File: src/rtl/bisection_sequencer.sv
// Bisection sequencer: closed-loop search for the i_ref code that yields the
// desired Q. Each midpoint is driven onto i_ref, allowed to settle, measured
// (with a timeout), and the search bounds are narrowed around the target.
module bisection_sequencer #(
  parameter int BUS_WIDTH      = 10,
  parameter int TOL            = 1,
  parameter int SETTLE_CYCLES  = 16,
  parameter int TIMEOUT_CYCLES = 1024,
  parameter int MAX_ITER       = 12
) (
  input  logic                 clk,
  input  logic                 rst,
  input  logic                 start,
  input  logic                 abort,
  input  logic [BUS_WIDTH-1:0] q_desired,
  input  logic [BUS_WIDTH-1:0] q_measured,
  input  logic                 meas_valid,
  output logic                 meas_start,
  output logic [BUS_WIDTH-1:0] i_ref,
  output logic                 busy,
  output logic                 done,
  output logic                 converged,
  output logic                 timeout_err,
  output logic [7:0]           iter_count
);

  localparam logic [2:0] S_IDLE    = 3'd0;
  localparam logic [2:0] S_INIT    = 3'd1;
  localparam logic [2:0] S_SETTLE  = 3'd2;
  localparam logic [2:0] S_MEASURE = 3'd3;
  localparam logic [2:0] S_EVAL    = 3'd4;
  localparam logic [2:0] S_DONE    = 3'd5;
  localparam logic [2:0] S_ERROR   = 3'd6;

  localparam int SW = $clog2(SETTLE_CYCLES + 1);
  localparam int TW = $clog2(TIMEOUT_CYCLES + 1);

  localparam logic [BUS_WIDTH-1:0] CODE_MAX     = '1;
  localparam logic [BUS_WIDTH-1:0] MID_INIT     = CODE_MAX >> 1;
  localparam logic [BUS_WIDTH-1:0] SPAN_MIN     = BUS_WIDTH'(1);
  localparam logic [BUS_WIDTH:0]   TOL_C        = (BUS_WIDTH + 1)'(TOL);
  localparam logic [SW-1:0]        SETTLE_LAST  = SW'(SETTLE_CYCLES - 1);
  localparam logic [TW-1:0]        TIMEOUT_LAST = TW'(TIMEOUT_CYCLES - 1);
  localparam logic [7:0]           MAX_ITER_C   = 8'(MAX_ITER);

  logic [2:0]           state;
  logic [BUS_WIDTH-1:0] lo;
  logic [BUS_WIDTH-1:0] hi;
  logic [BUS_WIDTH-1:0] q_tgt;
  logic [BUS_WIDTH-1:0] q_meas;
  logic [SW-1:0]        settle_cnt;
  logic [TW-1:0]        timeout_cnt;

  logic signed [BUS_WIDTH:0] diff;
  logic [BUS_WIDTH:0]        err_abs;
  logic                      within_tol;
  logic                      tgt_above;
  logic [BUS_WIDTH-1:0]      new_lo;
  logic [BUS_WIDTH-1:0]      new_hi;
  logic [BUS_WIDTH-1:0]      span;
  logic [BUS_WIDTH:0]        mid_sum;
  logic                      narrow;
  logic                      last_iter;

  // busy covers every state in which a run is actively in progress
  assign busy = (state == S_INIT) || (state == S_SETTLE) ||
                (state == S_MEASURE) || (state == S_EVAL);

  // Evaluation datapath: widened signed error and the narrowed bounds/midpoint
  always_comb begin
    diff       = $signed({1'b0, q_meas}) - $signed({1'b0, q_tgt});
    err_abs    = diff[BUS_WIDTH] ? $unsigned(-diff) : $unsigned(diff);
    within_tol = (err_abs <= TOL_C);
    tgt_above  = (q_tgt > q_meas);
    new_lo     = tgt_above ? i_ref : lo;
    new_hi     = tgt_above ? hi : i_ref;
    span       = new_hi - new_lo;
    narrow     = (span <= SPAN_MIN);
    mid_sum    = {1'b0, new_lo} + {1'b0, new_hi};
    last_iter  = ((iter_count + 8'd1) == MAX_ITER_C);
  end

  // Main sequencer: abort overrides everything, otherwise walk the search FSM
  always_ff @(posedge clk or posedge rst) begin
    if (rst) begin
      state       <= S_IDLE;
      lo          <= '0;
      hi          <= CODE_MAX;
      q_tgt       <= '0;
      q_meas      <= '0;
      i_ref       <= '0;
      settle_cnt  <= '0;
      timeout_cnt <= '0;
      meas_start  <= 1'b0;
      done        <= 1'b0;
      converged   <= 1'b0;
      timeout_err <= 1'b0;
      iter_count  <= '0;
    end else begin
      meas_start <= 1'b0;
      if (abort) begin
        state       <= S_IDLE;
        done        <= 1'b0;
        converged   <= 1'b0;
        timeout_err <= 1'b0;
      end else begin
        case (state)
          S_IDLE, S_DONE, S_ERROR: begin
            if (start) begin
              state       <= S_INIT;
              done        <= 1'b0;
              converged   <= 1'b0;
              timeout_err <= 1'b0;
              iter_count  <= '0;
            end
          end
          S_INIT: begin
            lo         <= '0;
            hi         <= CODE_MAX;
            q_tgt      <= q_desired;
            i_ref      <= MID_INIT;
            settle_cnt <= '0;
            state      <= S_SETTLE;
          end
          S_SETTLE: begin
            if (settle_cnt == SETTLE_LAST) begin
              meas_start  <= 1'b1;
              timeout_cnt <= '0;
              state       <= S_MEASURE;
            end else begin
              settle_cnt <= settle_cnt + 1'b1;
            end
          end
          S_MEASURE: begin
            if (meas_valid) begin
              q_meas <= q_measured;
              state  <= S_EVAL;
            end else if (timeout_cnt == TIMEOUT_LAST) begin
              timeout_err <= 1'b1;
              state       <= S_ERROR;
            end else begin
              timeout_cnt <= timeout_cnt + 1'b1;
            end
          end
          S_EVAL: begin
            iter_count <= iter_count + 8'd1;
            if (within_tol) begin
              converged <= 1'b1;
              done      <= 1'b1;
              state     <= S_DONE;
            end else begin
              lo <= new_lo;
              hi <= new_hi;
              if (last_iter || narrow) begin
                done  <= 1'b1;
                state <= S_DONE;
              end else begin
                i_ref      <= mid_sum[BUS_WIDTH:1];
                settle_cnt <= '0;
                state      <= S_SETTLE;
              end
            end
          end
          default: state <= S_IDLE;
        endcase
      end
    end
  end

endmodule

File: config.mk
export PLATFORM = sky130hd
export DESIGN_NAME = bisection_sequencer
export DESIGN_NICKNAME = d
export VERILOG_FILES = /design/src/rtl/bisection_sequencer.sv
export SDC_FILE = /design/constraint.sdc
export NUM_CORES = 1
export LEC_CHECK = 0
export CAP_MARGIN = 0
export CELL_PAD_IN_SITES_DETAIL_PLACEMENT = 1
export CELL_PAD_IN_SITES_GLOBAL_PLACEMENT = 1
export CORE_ASPECT_RATIO = 0.5
export CORE_MARGIN = 3
export CORE_UTILIZATION = 45
export DETAILED_ROUTE_END_ITERATION = 10
export HOLD_SLACK_MARGIN = 0.02
export PLACE_DENSITY = 0.85
export SYNTH_ARGS = -nofsm -noshare
export SYNTH_HDL_FRONTEND = slang
export SYNTH_SLANG_ARGS = --single-unit
File: constraint.sdc
create_clock -name clk -period 6.8 [get_ports clk]
set_clock_uncertainty 0.1 [all_clocks]
set_input_delay 1.02 -clock clk [delete_from_list [all_inputs] [get_ports clk]]
set_output_delay 1.02 -clock clk [all_outputs]
set_load 0.03 [all_outputs]
==> impl_metrics.yaml, run 1 <==
clock_tree:
  clkLatencyLatePin_ns: 0.34
  post_cts_resized: 0
  hold_buffers: 0
  root_buffer: "clkbuf_16"
  h-tree-depth: 3
  cts.sink_count: 81
  clk_pin_slew_ns: 0.06
  post_cts_buffers: 0
  cts_tree: "yes"
  tritoncts.num_buffers: 9
  clock_path_buffers: 2
global_route:
  grt_overflow: 0
  first_global_vias: 4885
  antenna_found_initial: 0
  grt_pass1_wl_um: 24100
  grt.total_usage: 0.215
  grt_max_degree: 82
floorplan:
  start_util: 0.481
  core_um2: 11500
  rows: 27
  die_width_um: 163
  die_h_um: 84.3
  die_area_um2: 13700
  floorplan.io_pins: 48
cells_and_area:
  area.sequential_um2: 2040
  finalNonFillerCells: 812
  multi_input_area_um2: 3190
  n_fill_cell: 1340
  diodes: 0
  final_common_cell: "dfrtp_1"
  layout-drive-gt1-share: 0.101
  final_cell_mix: "dfrtp_1 (71), nor2_1 (64), inv_1 (49)"
  final_nets: 710
  area_growth_pct: 16.2
setup_path:
  cp_max_fo: 12
  cp-start-kind: "flip-flop"
  end_kind: "flip-flop"
  crit_required_ns: 6.96
  arrival_ns: 6.11
  path_class: "flip-flop to flip-flop"
place:
  placed_cells: 796
  gp_congestion: 0.812
  io_buffers: 47
  dp_worst_setup_slack_ns: 0.888
  place_hpwl_um: 9860
synthesis:
  synth_compound_area_frac: 0.183
  synth_area_um2: 5520
  synth.largest_area_cell: "dfrtp_1"
  yosysSeqAreaShare: 0.369
  synth_warnings: 0
  synth_nets: 669
  async_reset_ff_frac: 1.00
  synth-seq-cells: 81
  synthAdderAreaFrac: 0.0879
  syn_inst: 607
  synth-edff-count: 0
  synthTopCellsByArea: "dfrtp_1 (32%), ha_1 (7.7%), dfstp_2 (4.8%)"
  synth.top_cell.area_share: 0.322
  synth_flop_cell: "dfrtp_1"
  muxShareOfSynthArea: 0.0804
  synth_top_family_by_area: "compound AO/OA/AOI/OAI gates"
  syn_area_per_cell_um2: 9.10
  synth_xor_area_frac: 0.0469
  yosys.area_share.simple: 0.175
  synth_cell_types: 69
sta:
  tightest_slew_ns: 1.03
  min_period_ns: 5.95
  rsz0062_at_grt: "false"
  fin_setup_tns_ns: 0
  setup_viol: 0
  fin_ws_ns: 0.853
  fmax_ghz: 0.168
  finalHoldViolations: 0
  whs_ns: 0.379
  slew_violations: 0
  finalCritPeriodShare: 0.875
  max-slew-margin-rel: 0.312
route:
  vias: 4607
  drc: 0
  wl_met3_um: 303
  first_iter_violations: 136
  routed_wl_um: 14000
  dr.pass1.iters: 4
  wl_per_cell_um: 17.2
  viasPerCell: 5.67
  top_layer: "met4"
  wl_met1_um: 6750
  dr_wl_met2_um: 6820
  drtAntennaViolNets: 0
run_status:
  status: "finished clean"
min_path:
  hp-class: "flip-flop to flip-flop"
job:
  maxCapViolations: 0
[cells in the mapped netlist (3+ instances only)]
master and n:
nand3_1 16, a31oi_1 14, xnor2_1 16, or3_1 6, o21a_1 5, nand4_1 9
buf_6 4, nand2_1 40, mux2i_1 23, o22a_1 9, fa_1 3, nor4_1 5
a21o_1 6, nand2b_1 7, buf_2 4, and3_1 9, o211ai_1 6, or2_2 3
dfrtp_1 71, a21oi_1 26, o21bai_1 7, o21ai_0 44, nor3b_1 5, mux2_2 19
dfstp_2 10, nor2b_1 7, xor2_1 11, clkbuf_1 17, nor3_1 9, nor4b_1 3
inv_1 50, nor2_1 65, o2111ai_1 4, ha_1 34
[final timing paths]
| path | startpoint | end | slack, ns | cells past startpoint |
|---|---|---|---|---|
| setup / recovery | q_tgt[3]$_DFFE_PP0P_ | settle_cnt[3]$_DFFE_PP0P_ | 0.85 | 21 |
| hold / removal | settle_cnt[4]$_DFFE_PP0P_ | settle_cnt[4]$_DFFE_PP0P_ | 0.38 | 2 |
| setup reg to reg | q_tgt[3]$_DFFE_PP0P_ | settle_cnt[3]$_DFFE_PP0P_ | 0.85 | 21 |
| hold reg to reg | settle_cnt[4]$_DFFE_PP0P_ | settle_cnt[4]$_DFFE_PP0P_ | 0.38 | 2 |
| max in group asynchronous | rst | q_meas[6]$_DFFE_PP0P_ | 4.71 | 3 |
| min in group asynchronous | rst | i_ref[0]$_DFFE_PP0P_ | 1.25 | 3 |
[cell type report]
class / instances / share of cell area
Multi-Input combinational cell: 451 / 0.496
Sequential cell: 81 / 0.318
Timing Repair Buffer: 55 / 0.0826
Clock buffer: 13 / 0.0405
Tap cell: 159 / 0.0310
Inverter: 50 / 0.0294
Clock inverter: 3 / 0.00234
[routing by layer]
layer  vias up  GRT usage
li1       2231          -
met4         0     0.0430
met1      2319      0.281
met5         -          0
met3        12     0.0375
met2        45      0.377
[logic make-up after synthesis]
family                   Yosys count
buffers and inverters             75
AND/OR/NAND/NOR                  193
flip-flops                        81
AO/OA/AOI/OAI                    151
XOR/XNOR                          28
multiplexers                      42
adder cells (fa/ha/maj)           37
[through the flow]
step                      area [um^2]  utilization
final                            6420        0.559
after global routing             6420        0.559
after CTS                        6420        0.559
after detailed placement         6140        0.535
after global placement           6140        0.535
after floorplan                  5520            -
[state kept, by name (all words and copies together) (netlist names), 5 cells and up]
register	count
settle_cnt	5
iter_count	8
lo	10
q_tgt	10
timeout_cnt	11
q_meas	10
i_ref	10
hi	10
[critical path, stage by stage, from the launching register on]
cell and delay, ns:
dfrtp_1 0.33, inv_1 0.05, ha_1 0.41, a21o_4 0.28
a21o_1 0.23, nor2_1 0.18, o21ai_0 0.15, nor2_2 0.63
mux2i_1 0.35, ha_1 0.21, inv_1 0.06, fa_1 0.39
nor2b_1 0.17, o211ai_1 0.29, a21oi_1 0.13, nor3b_1 0.20
a221o_1 0.21, nor3b_1 0.53, o31a_1 0.22, o21ai_1 0.20
or3_1 0.42, a21oi_1 0.14
Power of run 1 is left out: the tool's default activity adds up to more than one toggle a clock period on the data nets, which glitch-free logic cannot reach.
==> run 2: changes to the inputs <==
--- a/config.mk
+++ b/config.mk
@@ -11,6 +11,7 @@
 export CORE_ASPECT_RATIO = 0.5
 export CORE_MARGIN = 3
 export CORE_UTILIZATION = 45
+export CTS_CLUSTER_SIZE = 40
 export DETAILED_ROUTE_END_ITERATION = 10
 export HOLD_SLACK_MARGIN = 0.02
 export PLACE_DENSITY = 0.85
==> results of run 2 <==
The final DEF is identical to that of run 1; final timing and power are the same.
Power of run 2 is left out for the same reason.
